$ cat config.mk
export PLATFORM = sky130hd
export DESIGN_NAME = alu_issue_stage
export DESIGN_NICKNAME = d
export VERILOG_FILES = /design/src/rtl/risc_pkg.sv /design/src/rtl/operand_fwd_sel.sv /design/src/rtl/alu_issue_stage.sv
export SDC_FILE = /design/constraint.sdc
export NUM_CORES = 1
export LEC_CHECK = 0
export CAP_MARGIN = 20
export CORE_MARGIN = 5
export CORE_UTILIZATION = 35
export DETAILED_ROUTE_END_ITERATION = 10
export PLACE_DENSITY_LB_ADDON = 0.25
export SYNTH_ARGS = -nofsm -noshare
export SYNTH_HDL_FRONTEND = slang
export SYNTH_SLANG_ARGS = --single-unit
$ cat constraint.sdc
create_clock -name clk -period 3.4 [get_ports clk]
set_input_delay 0.34 -clock clk [delete_from_list [all_inputs] [get_ports clk]]
set_output_delay 0.34 -clock clk [all_outputs]
set_load 0.01 [all_outputs]
$ cat src/rtl/risc_pkg.sv
// Shared widths, ALU encodings and the micro-op record carried by the issue stage.
package risc_pkg;
  localparam int DATA_W = 32;
  localparam int REG_AW = 5;

  localparam logic [1:0] OP_ADD   = 2'b00;
  localparam logic [1:0] OP_AND   = 2'b01;
  localparam logic [1:0] OP_OR    = 2'b10;
  localparam logic [1:0] OP_SHIFT = 2'b11;

  typedef struct packed {
    logic [DATA_W-1:0] in1;
    logic [DATA_W-1:0] in2;
    logic [REG_AW-1:0] rs;
    logic [REG_AW-1:0] rt;
    logic              use_imm;
    logic [REG_AW-1:0] rd;
    logic [1:0]        operation;
    logic [2:0]        set_flag;
    logic              left_or_right;
    logic              is_arith;
    logic              is_two_c;
  } alu_uop_t;
endpackage

$ cat src/rtl/operand_fwd_sel.sv
// Resolves one source operand against the EX and WB result buses; EX wins, r0 is always zero.
module operand_fwd_sel
  import risc_pkg::*;
(
  input  logic [REG_AW-1:0] idx_i,
  input  logic [DATA_W-1:0] dflt_data_i,
  input  logic              ex_valid_i,
  input  logic [REG_AW-1:0] ex_rd_i,
  input  logic [DATA_W-1:0] ex_data_i,
  input  logic              wb_valid_i,
  input  logic [REG_AW-1:0] wb_rd_i,
  input  logic [DATA_W-1:0] wb_data_i,
  output logic [DATA_W-1:0] data_o
);
  always_comb begin
    data_o = dflt_data_i;
    if (idx_i == '0)                          data_o = '0;
    else if (ex_valid_i && (ex_rd_i == idx_i)) data_o = ex_data_i;
    else if (wb_valid_i && (wb_rd_i == idx_i)) data_o = wb_data_i;
  end
endmodule

$ cat src/rtl/alu_issue_stage.sv
// Two-slot (main + skid) issue buffer in front of the ALU with operand forwarding
// at capture and continuous snooping of held operands.
module alu_issue_stage
  import risc_pkg::*;
(
  input  logic              clk,
  input  logic              rst,
  input  logic              flush,
  input  logic              in_valid,
  output logic              in_ready,
  input  logic [REG_AW-1:0] in_rs,
  input  logic [REG_AW-1:0] in_rt,
  input  logic [DATA_W-1:0] in_rs_data,
  input  logic [DATA_W-1:0] in_rt_data,
  input  logic [DATA_W-1:0] in_imm,
  input  logic              in_use_imm,
  input  logic [REG_AW-1:0] in_rd,
  input  logic [1:0]        in_operation,
  input  logic [2:0]        in_set_flag,
  input  logic              in_left_or_right,
  input  logic              in_is_arith,
  input  logic              in_is_two_c,
  input  logic              ex_fwd_valid,
  input  logic [REG_AW-1:0] ex_fwd_rd,
  input  logic [DATA_W-1:0] ex_fwd_data,
  input  logic              wb_fwd_valid,
  input  logic [REG_AW-1:0] wb_fwd_rd,
  input  logic [DATA_W-1:0] wb_fwd_data,
  output logic              out_valid,
  input  logic              out_ready,
  output logic [DATA_W-1:0] alu_in1,
  output logic [DATA_W-1:0] alu_in2,
  output logic [1:0]        alu_operation,
  output logic [2:0]        alu_set_flag,
  output logic              alu_left_or_right,
  output logic              alu_is_arith,
  output logic              alu_is_two_c,
  output logic [REG_AW-1:0] out_rd
);
  // Handshake: a beat moves when valid & ready are both high on a rising edge;
  // in_ready is registered (= ~skid_valid), out_valid mirrors the main slot.
  alu_uop_t main_q, main_d, skid_q, skid_d;
  alu_uop_t cap_uop, main_snp, skid_snp;
  logic     main_valid_q, main_valid_d, skid_valid_q, skid_valid_d;
  logic     in_ready_q, in_ready_d;
  logic     accept, xfer;
  logic [DATA_W-1:0] cap_rs_data, cap_rt_data;
  logic [DATA_W-1:0] main_rs_data, main_rt_data, skid_rs_data, skid_rt_data;

  operand_fwd_sel u_cap_rs (.idx_i(in_rs), .dflt_data_i(in_rs_data),
    .ex_valid_i(ex_fwd_valid), .ex_rd_i(ex_fwd_rd), .ex_data_i(ex_fwd_data),
    .wb_valid_i(wb_fwd_valid), .wb_rd_i(wb_fwd_rd), .wb_data_i(wb_fwd_data), .data_o(cap_rs_data));
  operand_fwd_sel u_cap_rt (.idx_i(in_rt), .dflt_data_i(in_rt_data),
    .ex_valid_i(ex_fwd_valid), .ex_rd_i(ex_fwd_rd), .ex_data_i(ex_fwd_data),
    .wb_valid_i(wb_fwd_valid), .wb_rd_i(wb_fwd_rd), .wb_data_i(wb_fwd_data), .data_o(cap_rt_data));
  operand_fwd_sel u_main_rs (.idx_i(main_q.rs), .dflt_data_i(main_q.in1),
    .ex_valid_i(ex_fwd_valid), .ex_rd_i(ex_fwd_rd), .ex_data_i(ex_fwd_data),
    .wb_valid_i(wb_fwd_valid), .wb_rd_i(wb_fwd_rd), .wb_data_i(wb_fwd_data), .data_o(main_rs_data));
  operand_fwd_sel u_main_rt (.idx_i(main_q.rt), .dflt_data_i(main_q.in2),
    .ex_valid_i(ex_fwd_valid), .ex_rd_i(ex_fwd_rd), .ex_data_i(ex_fwd_data),
    .wb_valid_i(wb_fwd_valid), .wb_rd_i(wb_fwd_rd), .wb_data_i(wb_fwd_data), .data_o(main_rt_data));
  operand_fwd_sel u_skid_rs (.idx_i(skid_q.rs), .dflt_data_i(skid_q.in1),
    .ex_valid_i(ex_fwd_valid), .ex_rd_i(ex_fwd_rd), .ex_data_i(ex_fwd_data),
    .wb_valid_i(wb_fwd_valid), .wb_rd_i(wb_fwd_rd), .wb_data_i(wb_fwd_data), .data_o(skid_rs_data));
  operand_fwd_sel u_skid_rt (.idx_i(skid_q.rt), .dflt_data_i(skid_q.in2),
    .ex_valid_i(ex_fwd_valid), .ex_rd_i(ex_fwd_rd), .ex_data_i(ex_fwd_data),
    .wb_valid_i(wb_fwd_valid), .wb_rd_i(wb_fwd_rd), .wb_data_i(wb_fwd_data), .data_o(skid_rt_data));

  assign accept = in_valid & in_ready_q;
  assign xfer   = main_valid_q & out_ready;

  always_comb begin
    cap_uop               = '0;
    cap_uop.in1           = cap_rs_data;
    cap_uop.in2           = in_use_imm ? in_imm : cap_rt_data;
    cap_uop.rs            = in_rs;
    cap_uop.rt            = in_rt;
    cap_uop.use_imm       = in_use_imm;
    cap_uop.rd            = in_rd;
    cap_uop.operation     = in_operation;
    cap_uop.set_flag      = in_set_flag;
    cap_uop.left_or_right = in_left_or_right;
    cap_uop.is_arith      = in_is_arith;
    cap_uop.is_two_c      = in_is_two_c;

    // Immediate operands are never snooped.
    main_snp     = main_q;
    main_snp.in1 = main_rs_data;
    if (!main_q.use_imm) main_snp.in2 = main_rt_data;
    skid_snp     = skid_q;
    skid_snp.in1 = skid_rs_data;
    if (!skid_q.use_imm) skid_snp.in2 = skid_rt_data;
  end

  always_comb begin
    main_d       = main_q;
    skid_d       = skid_q;
    main_valid_d = main_valid_q;
    skid_valid_d = skid_valid_q;
    if (flush) begin
      main_valid_d = 1'b0;
      skid_valid_d = 1'b0;
    end else if (!main_valid_q) begin
      if (accept) begin
        main_d       = cap_uop;
        main_valid_d = 1'b1;
      end
    end else if (xfer) begin
      if (skid_valid_q) begin
        main_d       = skid_snp;
        skid_valid_d = 1'b0;
      end else if (accept) begin
        main_d = cap_uop;
      end else begin
        main_valid_d = 1'b0;
      end
    end else begin
      main_d = main_snp;
      if (skid_valid_q) begin
        skid_d = skid_snp;
      end else if (accept) begin
        skid_d       = cap_uop;
        skid_valid_d = 1'b1;
      end
    end
    in_ready_d = ~skid_valid_d;
  end

  always_ff @(posedge clk) begin
    if (rst) begin
      main_q       <= '0;
      skid_q       <= '0;
      main_valid_q <= 1'b0;
      skid_valid_q <= 1'b0;
      in_ready_q   <= 1'b1;
    end else begin
      main_q       <= main_d;
      skid_q       <= skid_d;
      main_valid_q <= main_valid_d;
      skid_valid_q <= skid_valid_d;
      in_ready_q   <= in_ready_d;
    end
  end

  assign in_ready          = in_ready_q;
  assign out_valid         = main_valid_q;
  assign alu_in1           = main_q.in1;
  assign alu_in2           = main_q.in2;
  assign alu_operation     = main_q.operation;
  assign alu_set_flag      = main_q.set_flag;
  assign alu_left_or_right = main_q.left_or_right;
  assign alu_is_arith      = main_q.is_arith;
  assign alu_is_two_c      = main_q.is_two_c;
  assign out_rd            = main_q.rd;
endmodule

# Word level (Yosys, flattened, before mapping)
# Index checks and enable logic that the tools add are counted.
# word_totals
reg_bits,179
in_bits,201
out_inout_bits,79
word_cells,106
# op_classes
n_eq_ne,16
muxes,34
n_bitwise,6
reduce_logical,25
# op_table
op,count
$mux 32,21
$mux 88,6
$eq 5x5->1,12
$logic_not 5->1,6
$logic_and 1x1->1,12
$ne 5x1->1 const B,2
$mux 1,7
$reduce_and 5->1,1
$not 1->1,4
$reduce_and 2->1,2
$reduce_and 4->1,1
$ne 3x2->1 const B,1
$reduce_and 3->1,1
$and 1x1->1,2
$ne 2x1->1 const B,1
$reduce_bool 2->1,1
$reduce_or 2->1,1

# Logic depth before layout (Yosys ltp)
# Gate-level depths: netlist of the first run.
# logic_depth
word_depth,10
ltp_mapped,10
depth_no_buf,6

# Modules after synthesis
# Synthesis of the first run repeated with hierarchy kept, for this count alone.
# unflattened
hier_cells,2320
area_unflattened_um2,17665.7
# by_module_without_submodules
module,n_inst,cells_per_inst,area_per_inst_um2,seq_area_each_um2
alu_issue_stage,1,1144,10143.5,3583.4
operand_fwd_sel,6,196,1253.7,0.0

# Worst setup path after synthesis of the first run
# Ideal clock, no wire load.
# synth_timing
path_type,input-to-reg
start,input ex_fwd_rd[2]
end,"register main_q, in the netlist alu_in2[12]"
setup_time_ps,152
arrival_ps,2192
required_time_ps,3248
setup_slack_ps,1056
cell_stages,8
path_buffers,2
path_cell_list,buf_2 xnor2_1 nand4_1 nor3_4 buf_2 mux2_2 a2111oi_2 a221oi_2
# synth_via
elab_chain_cells,9
elab_cells_between_ends,21
classes_between,eq/ne: 4; mux: 13; reduce/logical: 4
# synth_rtl
element,line,rtl
start: declaration,alu_issue_stage.sv:24,"input logic [REG_AW-1:0] ex_fwd_rd,"
$eq 5x5->1,operand_fwd_sel.sv:18,else if (ex_valid_i && (ex_rd_i == idx_i)) data_o = ex_data_i;
$logic_and 1x1->1,operand_fwd_sel.sv:18,
$mux 32,operand_fwd_sel.sv:18,
$mux 32,operand_fwd_sel.sv:17,if (idx_i == '0) data_o = '0;
$mux 32,alu_issue_stage.sv:75,cap_uop.in2 = in_use_imm ? in_imm : cap_rt_data;
$mux 88,"alu_issue_stage.sv:104, alu_issue_stage.sv:112",
$mux 88,alu_issue_stage.sv:109,if (skid_valid_q) begin
$mux 88,alu_issue_stage.sv:108,end else if (xfer) begin
$mux 88,alu_issue_stage.sv:103,end else if (!main_valid_q) begin
end signal: assignment,alu_issue_stage.sv:137,main_q <= main_d;
end: declaration,alu_issue_stage.sv:42,"alu_uop_t main_q, main_d, skid_q, skid_d;"
# Parallel ways exist; a longest one is shown, timed or not. The select of a mux whose other input is x is not followed.
# A chain may end at the register's enable or synchronous reset.

# Worst setup path in the final report of the first run
# layout_timing
start,register skid_valid_q
end,"register main_q, in the netlist alu_in2[27]"
# layout_via
elab_chain_cells,3
# layout_rtl
element,line,rtl
start: declaration,alu_issue_stage.sv:44,"logic main_valid_q, main_valid_d, skid_valid_q, skid_valid_d;"
start signal: assignment,alu_issue_stage.sv:140,skid_valid_q <= skid_valid_d;
$mux 88,alu_issue_stage.sv:109,
$mux 88,alu_issue_stage.sv:108,
$mux 88,alu_issue_stage.sv:103,
# No other way between the ends. The select of a mux whose other input is x is not followed.

==> results of run 1 <==
## worst max-delay path by stage
stage / cells after the start / to / slack (ns) / from
3_5_place_dp: 8 / alu_in2[1]$_SDFFE_PP0P_ / 0.35 / ex_fwd_rd[2]
4_1_cts: 7 / alu_in2[27]$_SDFFE_PP0P_ / 0.58 / skid_valid_q$_SDFF_PP0_
3_3_place_gp: 7 / skid_q[59]$_SDFFE_PP0P_ / 0.40 / wb_fwd_rd[0]
2_1_floorplan: 8 / alu_in2[12]$_SDFFE_PP0P_ / 1.06 / ex_fwd_rd[2]
6_report: 7 / alu_in2[27]$_SDFFE_PP0P_ / 0.51 / skid_valid_q$_SDFF_PP0_
5_1_grt: 7 / alu_in2[27]$_SDFFE_PP0P_ / 0.38 / skid_valid_q$_SDFF_PP0_
## synthesized netlist by cell type, types with 3 or more instances
| cell | number |
|---|---|
| a2111oi_2 | 29 |
| a211oi_1 | 41 |
| a211oi_2 | 29 |
| a21oi_1 | 106 |
| a221oi_1 | 67 |
| a221oi_2 | 29 |
| a22o_1 | 31 |
| a22oi_1 | 32 |
| a311oi_1 | 62 |
| a31oi_1 | 96 |
| and2_1 | 6 |
| buf_1 | 7 |
| buf_2 | 50 |
| buf_4 | 86 |
| buf_6 | 17 |
| clkbuf_1 | 160 |
| dfxtp_1 | 179 |
| inv_1 | 36 |
| mux2_1 | 10 |
| mux2_2 | 23 |
| nand2_1 | 153 |
| nand2b_1 | 3 |
| nand3_1 | 160 |
| nand4_1 | 9 |
| nand4b_1 | 31 |
| nor2_1 | 182 |
| nor2b_1 | 4 |
| nor3_1 | 189 |
| o21ai_0 | 116 |
| o21ai_1 | 73 |
| o31ai_1 | 31 |
| or2_1 | 4 |
| or4_1 | 6 |
| xnor2_1 | 44 |
| xor2_1 | 16 |
## kinds of logic (layout without fill, tap and decap cells)
| group | Yosys count | count (layout) | synth area share |
|---|---|---|---|
| buffers and inverters | 356 | 428 | 0.119 |
| other | 0 | 4 | 0 |
| xor gates and xnor gates | 60 | 60 | 0.0337 |
| muxes | 33 | 33 | 0.0239 |
| and+or+nand+nor | 763 | 763 | 0.234 |
| AOI/OAI and AO/OA | 755 | 755 | 0.360 |
| DFF | 179 | 179 | 0.230 |
## through the flow
stage,std cells,hold slack (ns)
floorplan,2146,0.437
global placement,2777,0.442
detailed placement,2777,0.448
CTS,2809,0.424
global route,2810,0.451
finish,2814,0.440
## worst max-delay path, cell delays in order (launching register included)
cell,delay (ns)
dfxtp_1,0.68
inv_1,0.29
a21boi_1,0.52
nor2_4,0.23
buf_4,0.30
a22o_1,0.28
a2111oi_2,0.26
a221oi_2,0.10
## routing by layer
| layer | vias to the layer above | wire length (um) |
|---|---|---|
| li1 | 8196 | - |
| met3 | 232 | 9350 |
| met4 | 6 | 5140 |
| met2 | 1469 | 31600 |
| met5 | - | 33 |
| met1 | 8817 | 29500 |
## area by class of cell
cell class	count	area [um^2]
repair buffers	360	3540
diodes	4	10.0
fillers	4420	25300
flip-flops and latches	179	3580
multi-input cells	1611	10200
clock inverters	13	126
clock buffers	19	443
well taps	592	741
inverters	36	135
## sequential cells by signal, summed over array words and instances, names as in the netlist, 2 cells and up
signal	cells
alu_set_flag	3
alu_operation	2
alu_in1	32
main_q	11
out_rd	5
skid_q	88
alu_in2	32
## power by group
group	switching, W	internal (W)	leakage, nW
clock	0.00101	0.00104	0.267
combinational	0.00106	0.000720	3.68
sequential	0.0000974	0.00219	1.46
==> impl_metrics.py, run 1 <==
metrics = {
    "layout": {
        "mostFrequentLayoutCell": "clkdlybuf4s50_1",
        "final_cell_mix": "clkdlybuf4s50_1 (278), nor3_1 (186), nor2_1 (181)",
        "fin_util": 0.427,
        "final_nets": 2406,
        "area_delta_synth_final_pct": 20.8,
        "fin_area_um2": 18800,
        "drive_gt1_frac": 0.110,
    },
    "power": {
        "total_power_w": 0.00612,
        "powerDensity_nw_per_um2": 325,
        "cellLeakagePower_nw": 5.41,
        "max-vdd-ir-drop_mv": 0.343,
    },
    "global_routing": {
        "grt_max_degree": 106,
        "grt_antenna_before_repair": 7,
        "grt_pass1_wl_um": 113000,
        "grt_overflow": 0,
        "grt_use_total": 0.290,
        "grt_pass1_vias": 17517,
        "grt_util_met2": 0.417,
        "met3_usage": 0.0815,
        "grt_busiest_layer": "met2",
        "use_met1": 0.388,
    },
    "drt": {
        "ant_nets": 0,
        "wl_per_cell_um": 26.9,
        "drc": 0,
        "first_pass_iters": 6,
        "drt_iter0_drc": 2616,
        "viasPerCell": 6.65,
        "vias": 18720,
        "routed_wl_um": 75600,
    },
    "worst_hold_path": {
        "hold_depth": 3,
        "hp-start": "in_rd[1]",
        "hold_end": "skid_q[9]$_SDFFE_PP0P_",
        "min_path_type": "input pin to register",
    },
    "worst_setup_path": {
        "rr_worst_depth": 7,
        "arrival_ns": 3.18,
        "path_class": "register to register",
        "start_kind": "register",
        "worstPathRequired_ns": 3.69,
        "crit_fanout": 23,
        "regToRegSetupSlack_ns": 0.51,
        "regToRegEndpoint": "alu_in2[27]$_SDFFE_PP0P_",
        "r2r_start": "skid_valid_q$_SDFF_PP0_",
        "endpoint_kind": "register",
    },
    "timing": {
        "layout_min_cycle_time_ns": 2.89,
        "hold_viol_final": 0,
        "setup_violations": 0,
        "period_share": 0.849,
        "fin_setup_tns_ns": 0,
        "maxSlewViolCount": 0,
        "rsz0062_at_grt": "no",
        "tightest_slew_ns": 1.09,
        "layout_setup_ws_ns": 0.513,
        "slew_headroom": 0.276,
        "fmax_mhz": 346,
        "fin_skew_ns": 0.0289,
    },
    "clock_tree": {
        "clockBufferDepth": 2,
        "cts_made_buffers": 17,
        "clock-root-buffer": "clkbuf_16",
        "clk_pin_slew_worst_paths_ns": 0.08,
        "clk_latency_ns": 0.48,
        "clock-sinks": 179,
        "htreeDepth": 4,
        "cts_setup_buffers": 0,
        "ctsHoldBuffers": 0,
        "cts_tree": "built",
        "ctsResizeCount": 0,
    },
    "logic_synthesis": {
        "synth_flop_cell": "dfxtp_1",
        "syn_avg_cell_area_um2": 7.26,
        "yosys_warnings": 0,
        "synth_nets": 2347,
        "syn-cell-area_um2": 15600,
        "synth_cell_types": 57,
        "ys_seq_elements": 179,
        "ys_seq_area_frac": 0.230,
        "async_flop_share": 0,
        "synth_edf_count": 0,
        "synth.largest_area_cell": "dfxtp_1",
        "synth_area_leaders": "dfxtp_1 (23%), nor3_1 (6.1%), nand3_1 (5.1%)",
        "synth_top_area_share": 0.230,
        "synthCells": 2146,
    },
    "placement": {
        "numPortBuffers": 279,
        "post-place-ws_ns": 0.351,
        "gp_congestion": 0.903,
        "placed_cell_area_um2": 18200,
        "dp_hpwl_um": 48400,
    },
    "floorplanning": {
        "design.core.area_um2": 44100,
        "ioPinCount": 280,
        "die_h_um": 221,
        "start_util": 0.353,
        "num_rows": 77,
        "die_w_um": 221,
        "die_area_um2": 48800,
    },
    "status": {
        "status": "finished, final reports clean",
    },
    "job": {
        "cap_violations": 0,
    },
}
Note: power is estimated with default switching activity, not from simulation.
==> run 2: changes to the inputs <==
- clock period: 3.4 -> 2.5 ns (I/O delays scaled with it)
==> run 2 against run 1 <==
  * The run now ends with DRC left
  * Via count increased by 1.2%
  * Total power increased by 47%
  * Register-to-register slack got worse by 0.42 ns
  * Global-route usage increased by 0.51 points
  * Non-clock buffer count increased by 136
  * First-iteration DRC count decreased by 11%
  * Critical path type unchanged
  * Die area unchanged
  * Count of clock-buffer cells in the layout unchanged
  * Cell area increased by 8.7%
  * Largest cell class unchanged
  * Clock skew decreased by 0.012 ns
==> impl_metrics.py, run 2 (synthesis gave the netlist of run 1 again) <==
metrics = {
    "status": {
        "status": "complete, but fails checks",
        "violations": "DRC",
    },
    "layout": {
        "largest-register": "skid_q",
        "fin_util": 0.464,
        "area_delta_synth_final_pct": 31.4,
        "regArea_um2": 3590,
        "mostFrequentLayoutCell": "clkdlybuf4s50_1",
        "drive_gt1_frac": 0.163,
        "multiInputGateArea_um2": 10300,
        "final_nets": 2542,
        "largest_register_ffs": 88,
        "stdcell_count": 2947,
        "nFillCells": 4379,
        "final_cell_mix": "clkdlybuf4s50_1 (278), nor3_1 (186), nor2_1 (181)",
    },
    "floorplanning": {
        "die_w_um": 221,
        "design.core.area_um2": 44100,
        "die_h_um": 221,
        "die_area_um2": 48800,
        "ioPinCount": 280,
        "start_util": 0.353,
        "num_rows": 77,
    },
    "timing": {
        "layout_min_cycle_time_ns": 2.40,
        "period_share": 0.961,
        "tightest_slew_ns": 0.940,
        "maxSlewViolCount": 0,
        "fmax_mhz": 416,
        "fin_skew_ns": 0.0171,
        "hold_viol_final": 0,
        "setup_violations": 0,
        "slew_headroom": 0.373,
    },
    "worst_setup_path": {
        "crit_fanout": 16,
        "path_class": "register to register",
        "worstPathRequired_ns": 2.81,
        "arrival_ns": 2.71,
        "start_kind": "register",
        "cp_slowest_cell": "dfxtp_1",
        "slowest_delay_ns": 0.46,
        "endpoint_kind": "register",
        "crit_chain": "xnor2_1 > nand4_1 > nor3_4 > buf_4 > clkbuf_16 > mux2_1 > a2111oi_2 > a221oi_2",
    },
    "worst_hold_path": {
        "min_path_type": "input pin to register",
    },
    "drt": {
        "met3WireLength_um": 8360,
        "drt_iter0_drc": 2335,
        "vias": 18950,
        "routed_wl_um": 76500,
        "first_pass_iters": 9,
        "routed.top_layer": "met5",
        "wl_per_cell_um": 26.0,
        "ant_nets": 0,
        "drc": 2,
        "viasPerCell": 6.43,
        "wl_met1_um": 30000,
        "wl_met2_um": 33000,
    },
    "placement": {
        "dp_hpwl_um": 51900,
        "numPortBuffers": 279,
        "dp_cells": 2910,
        "gp_congestion": 0.949,
    },
    "clock_tree": {
        "clock-sinks": 179,
        "htreeDepth": 4,
        "cts_made_buffers": 17,
        "clockBufferDepth": 2,
        "clk_latency_ns": 0.48,
        "cts_tree": "built",
        "clk_pin_slew_worst_paths_ns": 0.07,
        "clock-root-buffer": "clkbuf_16",
        "ctsHoldBuffers": 0,
    },
    "global_routing": {
        "grt_use_total": 0.295,
        "grt_overflow": 0,
        "grt_pass1_wl_um": 115000,
        "grt_pass1_vias": 18698,
        "grt_antenna_before_repair": 3,
        "grt_max_degree": 93,
    },
    "power": {
        "powerDensity_nw_per_um2": 438,
        "max-vdd-ir-drop_mv": 0.479,
        "cellLeakagePower_nw": 6.32,
    },
    "job": {
        "cap_violations": 0,
    },
}
==> run 2: cell count changes in the layout (fill, tap and decap cells not counted), moves of 3 or more <==
cell and change:
bufinv_16 +4, buf_4 +94, clkinvlp_4 -3, buf_12 +41
==> run 2: stage by stage <==
step / hold WS, ns / setup slack, ns / setup TNS (ns) / instance area, um^2 / total power (W)
global placement: 0.442 / -0.356 / -17.41 / 19700 / 0.00576
floorplan: 0.386 / 0.246 / 0 / 15600 / 0.00447
CTS: 0.323 / 0.0221 / 0 / 20400 / 0.00895
finish: 0.328 / 0.0981 / 0 / 20500 / 0.00897
global route: 0.348 / -0.0208 / -0.0334 / 20500 / 0.00927
detailed placement: 0.450 / -0.298 / -20.95 / 19700 / 0.00578
==> run 2: critical path, delay by kind of cell, from the launching register on <==
kind / cells / cell delay (ns)
flip-flops: 1 / 0.46
buffers and inverters: 2 / 0.41
AO/OA/AOI/OAI: 2 / 0.50
AND/OR/NAND/NOR: 2 / 0.38
multiplexers: 1 / 0.35
XOR/XNOR: 1 / 0.15
==> run 2: path summary, 6_finish.rpt <==
kind                      startpoint                        to  slack [ns]  cells past startpoint
max          main_q[16]$_SDFFE_PP0P_  alu_in2[25]$_SDFFE_PP0P_         0.1                      8
min                              rst   skid_q[12]$_SDFFE_PP0P_        0.33                      2
max reg2reg  main_q[16]$_SDFFE_PP0P_  alu_in2[25]$_SDFFE_PP0P_         0.1                      8
min reg2reg  skid_q[12]$_SDFFE_PP0P_   skid_q[12]$_SDFFE_PP0P_        0.46                      2
==> run 2: area by class of cell <==
cell class,instances,share of cell area
multi-input cells,1611,0.501
well taps,592,0.0362
inverters,36,0.00660
clock buffers,19,0.0221
clock inverters,12,0.00990
repair buffers,496,0.249
diodes,2,0.000245
flip-flops and latches,179,0.175
==> run 2: per-layer routing <==
layer | vias up | global-route usage
met4 | 2 | 0.174
met5 | - | 0
met2 | 1329 | 0.448
met1 | 8935 | 0.379
met3 | 225 | 0.0758
li1 | 8459 | -
==> run 2: what timing repair did <==
action                                  in CTS  in global routing
endpoints found under the setup margin       0                 18
gates resized for setup                      0                  5
setup buffers                                0                  2
endpoints found under the hold margin        0                  0
==> run 2: power by group <==
| group | leakage, nW | switching [W] | internal (W) |
|---|---|---|---|
| registers | 1.46 | 0.000133 | 0.00298 |
| clock network | 0.320 | 0.00135 | 0.00183 |
| logic | 4.54 | 0.00148 | 0.00120 |
